--- config.mk ---
export PLATFORM = sky130hd
export DESIGN_NAME = awg_cmd_decoder
export DESIGN_NICKNAME = d
export VERILOG_FILES = /design/src/rtl/awg_pkg.sv /design/src/rtl/awg_byte_timeout.sv /design/src/rtl/awg_cmd_decoder.sv
export SDC_FILE = /design/constraint.sdc
export NUM_CORES = 1
export LEC_CHECK = 0
export BUFFER_PORTS_ARGS = -buffer_cell sky130_fd_sc_hd__buf_2
export CORE_UTILIZATION = 59
export DETAILED_ROUTE_END_ITERATION = 10
export HOLD_SLACK_MARGIN = 0.1
export PLACE_DENSITY_LB_ADDON = 0.15
export RECOVER_POWER = 50
export SKIP_LAST_GASP = 1
export SLEW_MARGIN = 20
export SYNTH_ARGS = -nofsm -noshare
export SYNTH_HDL_FRONTEND = slang
export SYNTH_SLANG_ARGS = --single-unit
--- constraint.sdc ---
create_clock -name clk -period 2.28 [get_ports clk]
set_input_delay 0.228 -clock clk [delete_from_list [all_inputs] [get_ports clk]]
set_output_delay 0.228 -clock clk [all_outputs]
set_load 0.05 [all_outputs]
--- src/rtl/awg_pkg.sv ---
// ============================================================================
// Module   : awg_pkg
// Brief    : Shared constants, types and helpers for the AWG command decoder.
// Revision : 1.0 - initial release
// ============================================================================
`default_nettype none

package awg_pkg;

  localparam logic [7:0] SYNC_BYTE  = 8'hA5;

  localparam logic [7:0] CMD_TYPE   = 8'h01;
  localparam logic [7:0] CMD_FREQ   = 8'h02;
  localparam logic [7:0] CMD_AMP    = 8'h03;
  localparam logic [7:0] CMD_OFFSET = 8'h04;
  localparam logic [7:0] CMD_ALL    = 8'h05;

  localparam logic [1:0] ERR_NONE   = 2'd0;
  localparam logic [1:0] ERR_CMD    = 2'd1;
  localparam logic [1:0] ERR_CHK    = 2'd2;
  localparam logic [1:0] ERR_TMO    = 2'd3;

  localparam int TYPE_W   = 2;
  localparam int FREQ_W   = 17;
  localparam int AMP_W    = 10;
  localparam int OFFSET_W = 10;

  typedef enum logic [1:0] {
    ST_IDLE    = 2'd0,
    ST_CMD     = 2'd1,
    ST_PAYLOAD = 2'd2,
    ST_CHECK   = 2'd3
  } state_t;

  // Payload byte count per command; zero marks an unknown command code.
  function automatic logic [3:0] payload_len(input logic [7:0] cmd);
    case (cmd)
      CMD_TYPE:   payload_len = 4'd1;
      CMD_FREQ:   payload_len = 4'd3;
      CMD_AMP:    payload_len = 4'd2;
      CMD_OFFSET: payload_len = 4'd2;
      CMD_ALL:    payload_len = 4'd8;
      default:    payload_len = 4'd0;
    endcase
  endfunction

endpackage

`default_nettype wire

--- src/rtl/awg_byte_timeout.sv ---
// ============================================================================
// Module   : awg_byte_timeout
// Brief    : Inter-byte watchdog; flags expiry after TIMEOUT_CYCLES idle cycles.
// Revision : 1.0 - initial release
// ============================================================================
`default_nettype none

module awg_byte_timeout #(
  parameter int unsigned TIMEOUT_CYCLES = 100000
) (
  input  logic clk,
  input  logic rst,
  input  logic i_clear,
  input  logic i_run,
  output logic o_expired
);

  localparam int unsigned        CNT_W  = $clog2(TIMEOUT_CYCLES);
  localparam logic [CNT_W-1:0]   C_LAST = CNT_W'(TIMEOUT_CYCLES - 1);

  logic [CNT_W-1:0] r_cnt;

  always_ff @(posedge clk) begin
    if (rst || i_clear || !i_run) begin
      r_cnt <= '0;
    end else if (r_cnt != C_LAST) begin
      r_cnt <= r_cnt + 1'b1;
    end
  end

  // A byte in the expiry cycle suppresses the timeout.
  assign o_expired = i_run && !i_clear && (r_cnt == C_LAST);

endmodule

`default_nettype wire

--- src/rtl/awg_cmd_decoder.sv ---
// ============================================================================
// Module   : awg_cmd_decoder
// Brief    : Framed UART command parser holding the live waveform settings.
// Revision : 1.0 - initial release
// ============================================================================
`default_nettype none

module awg_cmd_decoder
  import awg_pkg::*;
#(
  parameter int unsigned          TIMEOUT_CYCLES = 100000,
  parameter logic [FREQ_W-1:0]    RST_FREQ       = 17'd1000,
  parameter logic [AMP_W-1:0]     RST_AMP        = 10'h3FF,
  parameter logic [OFFSET_W-1:0]  RST_OFFSET     = 10'h200
) (
  input  logic                 clk,
  input  logic                 rst,
  input  logic [7:0]           rx_data,
  input  logic                 rx_valid,
  output logic [TYPE_W-1:0]    waveform_type,
  output logic [FREQ_W-1:0]    frequency,
  output logic [AMP_W-1:0]     amplitude,
  output logic [OFFSET_W-1:0]  dc_offset,
  output logic                 cfg_update,
  output logic                 err,
  output logic [1:0]           err_code,
  output logic                 busy
);

  state_t      r_state;
  logic [7:0]  r_cmd;
  logic [7:0]  r_xor;
  logic [3:0]  r_left;
  logic [63:0] r_shadow;
  logic        w_expired;
  logic [3:0]  w_len;

  assign w_len = payload_len(rx_data);

  awg_byte_timeout #(
    .TIMEOUT_CYCLES (TIMEOUT_CYCLES)
  ) u_timeout (
    .clk       (clk),
    .rst       (rst),
    .i_clear   (rx_valid),
    .i_run     (r_state != ST_IDLE),
    .o_expired (w_expired)
  );

  always_ff @(posedge clk) begin
    if (rst) begin
      r_state       <= ST_IDLE;
      r_cmd         <= '0;
      r_xor         <= '0;
      r_left        <= '0;
      r_shadow      <= '0;
      waveform_type <= '0;
      frequency     <= RST_FREQ;
      amplitude     <= RST_AMP;
      dc_offset     <= RST_OFFSET;
      cfg_update    <= 1'b0;
      err           <= 1'b0;
      err_code      <= ERR_NONE;
      busy          <= 1'b0;
    end else begin
      cfg_update <= 1'b0;
      err        <= 1'b0;
      if (w_expired) begin
        err      <= 1'b1;
        err_code <= ERR_TMO;
        r_state  <= ST_IDLE;
        busy     <= 1'b0;
      end else if (rx_valid) begin
        case (r_state)
          ST_IDLE: begin
            if (rx_data == SYNC_BYTE) begin
              r_state <= ST_CMD;
              busy    <= 1'b1;
            end
          end
          ST_CMD: begin
            // A repeated sync byte lands here as an unknown command.
            if (w_len != 4'd0) begin
              r_cmd    <= rx_data;
              r_xor    <= rx_data;
              r_left   <= w_len;
              r_shadow <= '0;
              r_state  <= ST_PAYLOAD;
            end else begin
              err      <= 1'b1;
              err_code <= ERR_CMD;
              r_state  <= ST_IDLE;
              busy     <= 1'b0;
            end
          end
          ST_PAYLOAD: begin
            r_shadow <= {r_shadow[55:0], rx_data};
            r_xor    <= r_xor ^ rx_data;
            r_left   <= r_left - 1'b1;
            if (r_left == 4'd1) begin
              r_state <= ST_CHECK;
            end
          end
          ST_CHECK: begin
            r_state <= ST_IDLE;
            busy    <= 1'b0;
            if (rx_data == r_xor) begin
              cfg_update <= 1'b1;
              // Last payload byte sits in r_shadow[7:0].
              case (r_cmd)
                CMD_TYPE:   waveform_type <= r_shadow[TYPE_W-1:0];
                CMD_FREQ:   frequency     <= r_shadow[FREQ_W-1:0];
                CMD_AMP:    amplitude     <= r_shadow[AMP_W-1:0];
                CMD_OFFSET: dc_offset     <= r_shadow[OFFSET_W-1:0];
                CMD_ALL: begin
                  waveform_type <= r_shadow[56 +: TYPE_W];
                  frequency     <= r_shadow[32 +: FREQ_W];
                  amplitude     <= r_shadow[16 +: AMP_W];
                  dc_offset     <= r_shadow[0  +: OFFSET_W];
                end
                default: cfg_update <= 1'b0;
              endcase
            end else begin
              err      <= 1'b1;
              err_code <= ERR_CHK;
            end
          end
          default: begin
            r_state <= ST_IDLE;
            busy    <= 1'b0;
          end
        endcase
      end
    end
  end

endmodule

`default_nettype wire

==> flow_metrics.tcl <==
set metrics [dict create \
    outcome "finished, final reports clean" \
    post-route-util_pct 71.7 \
    cts_tree "built" \
    fp.coreArea_um2 9860 \
    layout.nets 773 \
    crit_type "input port to register" \
    place_congestion 0.836 \
    endpoint "r_shadow[9]" \
    cts.sinks 135 \
    yosysUniqueCellTypes 51 \
    syn_area_per_cell_um2 8.44 \
    drc 0 \
    rsz0062_at_grt "no" \
    clk_pin_slew_ns 0.06 \
    required_ns 2.73 \
    r2r_start "r_cmd[3]" \
    die_area_um2 10700 \
    drtAntennaViolNets 0 \
    hold_path.class "input port to register" \
    drt_wl_total_um 16000 \
    clockBufferDepth 2 \
    yosys_warnings 0 \
    drv_cap 0 \
    clock-root-buffer "clkbuf_8" \
    setup.worst_path.start "rx_data[1]" \
    syn_area_um2 6070 \
    ir_drop_uv 696 \
    slew_viol_final 0 \
    grt_pass1_vias 5095 \
    max_freq_mhz 465 \
    cp.arrival_ns 2.60 \
    drt_iter0_markers 402 \
    fin_crit_ns 2.15 \
    setup_viol 0 \
    numPortBuffers 54 \
    viasPerCell 6.12 \
    ys_async_sr_fraction_pct 0 \
    htreeDepth 4 \
    postSynthRegisterBits 135 \
    finalWorstSetupSlack_ns 0.130 \
    dpl.hpwl_um 10300 \
    synthesis.nets 733 \
    syn_inst 719 \
    num_antenna_cells 0 \
    vias 5538 \
    hold_violations 0 \
    io_pins 55 \
    pre_cts_slack_ns 0.187 \
    antenna_found_initial 0 \
    initial_core_util_pct 61.5 \
    worstSetupEndpointType "register" \
    pwr_density_cell_nw_per_um2 746 \
    tightest_slew_ns 0.710 \
    fill_cells 773 \
    drive_above_1_share_pct 12.2 \
    yosys.area.top_type_share_pct 44.6 \
    wl_per_cell_um 17.7 \
    startpoint_type "input port" \
    grt_use_total_pct 31.8 \
    yosysTopAreaCell "dfxtp_1" \
    fin_skew_ns 0.0110 \
    synth-edff-count 0 \
    die_y_um 103 \
    worst_hold_slack_ns 0.163 \
    rows 36 \
    max-slew-margin-rel_pct 52.6 \
    clock_latency_ns 0.53 \
    drtPass1Iterations 5 \
    ys_seq_area_share_pct 44.6 \
    grt_max_degree 70 \
    grt_pass1_wl_um 25700 \
    final.setup.tns_ns 0 \
    timing.rr.end "waveform_type[1]" \
    worstRegToRegCells 6 \
    power_mw 5.28 \
    area_growth_pct 16.5 \
    cp_max_fo 15 \
    reg2reg_setup_slack_ns 0.21 \
    cts_made_buffers 17 \
    gr-total-overflow 0 \
    synth_area_leaders "dfxtp_1 45%, a21oi_1 7.1%, o21ai_0 6.4%" \
    synth-main-ff-cell "dfxtp_1" \
    die_w_um 103 \
    p_leak_nw 2.47 \
    postCtsSetupRepairBufs 0 \
    fin_crit_sh_pct 94.3 \
]
## stage by stage
| step | std cells | area [µm²] |
|---|---|---|
| final | 905 | 7070 |
| after floorplan | 719 | 6070 |
| after global placement | 865 | 6450 |
| after detailed placement | 865 | 6450 |
| after global routing | 905 | 7070 |
| after CTS | 905 | 7130 |
## placed cells by master, fill, tap and decap left out, types with 7 or more instances in the layout
cell type,instances
a21oi_1,85
a31oi_1,12
buf_2,9
buf_4,16
clkbuf_1,46
clkbuf_16,16
dfxtp_1,135
dlygate4sd3_1,8
inv_1,7
mux2_2,21
mux2i_1,17
nand2_1,72
nand3_1,37
nand4_1,12
nand4b_1,7
nor2_1,53
nor3_1,13
o21ai_0,77
o31ai_1,12
xor2_1,19
## flip-flops by register name (all words and copies together), names as in the netlist, named ones only
name,count
waveform_type,2
r_state,1
r_cmd,8
r_left,4
r_xor,8
r_shadow,52
dc_offset,10
amplitude,10
frequency,17
cfg_update,1
err,1
err_code,2
busy,1
u_timeout.r_cnt,17
## worst min-delay path by stage
stage                              end  cells after the start          from
after CTS                    r_left[1]                      3      rx_valid
final                        r_left[1]                      3      rx_valid
after global routing         r_left[1]                      3      rx_valid
after detailed placement  r_shadow[39]                      2  r_shadow[31]
after floorplan            r_shadow[3]                      2    rx_data[3]
after global placement    r_shadow[57]                      2  r_shadow[49]
## layer usage
metal | share of wire [%] | vias up | global-route usage [%]
met5 | 0 | - | 0
met4 | 2.8 | 0 | 13.7
met3 | 6.1 | 32 | 8.00
met2 | 48 | 226 | 50.1
met1 | 43 | 2635 | 41.4
li1 | - | 2645 | -
## report_power, final
part	total, mW	switching, mW	internal [mW]
sequential	2.36	0.000180	2.36
clock	2.78	0.975	1.80
combinational	0.140	0.102	0.0381
## cells in the mapped netlist, types with 3 or more instances
cell type	count
nand3_1	37
nor3_1	13
ha_1	3
nor2_1	55
nand2_1	72
nor4b_1	4
mux2_2	21
clkbuf_1	44
and3_1	6
xor2_1	19
buf_4	6
a211oi_1	3
and4_1	4
mux2i_1	17
a211oi_2	3
nand4b_1	7
o21ai_0	77
buf_2	8
xnor2_1	6
nor4_1	6
a31oi_1	12
dfxtp_1	135
buf_6	3
inv_1	7
o31ai_1	12
o21ai_1	4
nor2b_1	4
nand4_1	12
and2_1	3
nand2b_1	3
a21oi_1	86
## cells by family (layout without fill, tap and decap cells)
group           count (synthesis)  count (layout)  share of synthesized area, %
compound gates                210             210                          19.7
xor+xnor                       25              25                          3.61
fa+ha+maj                       3               3                         0.619
buf+inv                        69             122                          5.18
flops                         135             135                          44.6
mux                            38              38                          6.70
simple gates                  239             239                          19.7
## critical path: stages
cell,delay (ns)
dlygate4sd3_1,0.53
buf_2,0.16
buf_4,0.18
nor3_1,0.38
a2111oi_4,0.08
a21oi_2,0.47
buf_4,0.31
o21ai_0,0.10
a21oi_1,0.14
## timing repair
| action | CTS | global route |
|---|---|---|
| hold endpoints to repair | 14 | 0 |
| hold buffers | 8 | 0 |
| gates resized for setup | 0 | 1 |
| endpoints found under the setup margin | 0 | 5 |
## layout make-up
| class | instances | area (µm²) | area share (%) |
|---|---|---|---|
| clock buffer | 23 | 487 | 6.88 |
| clock inverter | 9 | 120 | 1.70 |
| inverter | 8 | 30.0 | 0.425 |
| multi-input combinational | 515 | 3070 | 43.4 |
| sequential | 135 | 2700 | 38.2 |
| tap | 133 | 166 | 2.35 |
| timing repair buffer | 82 | 494 | 6.99 |
(Power assumes the default switching activity.)
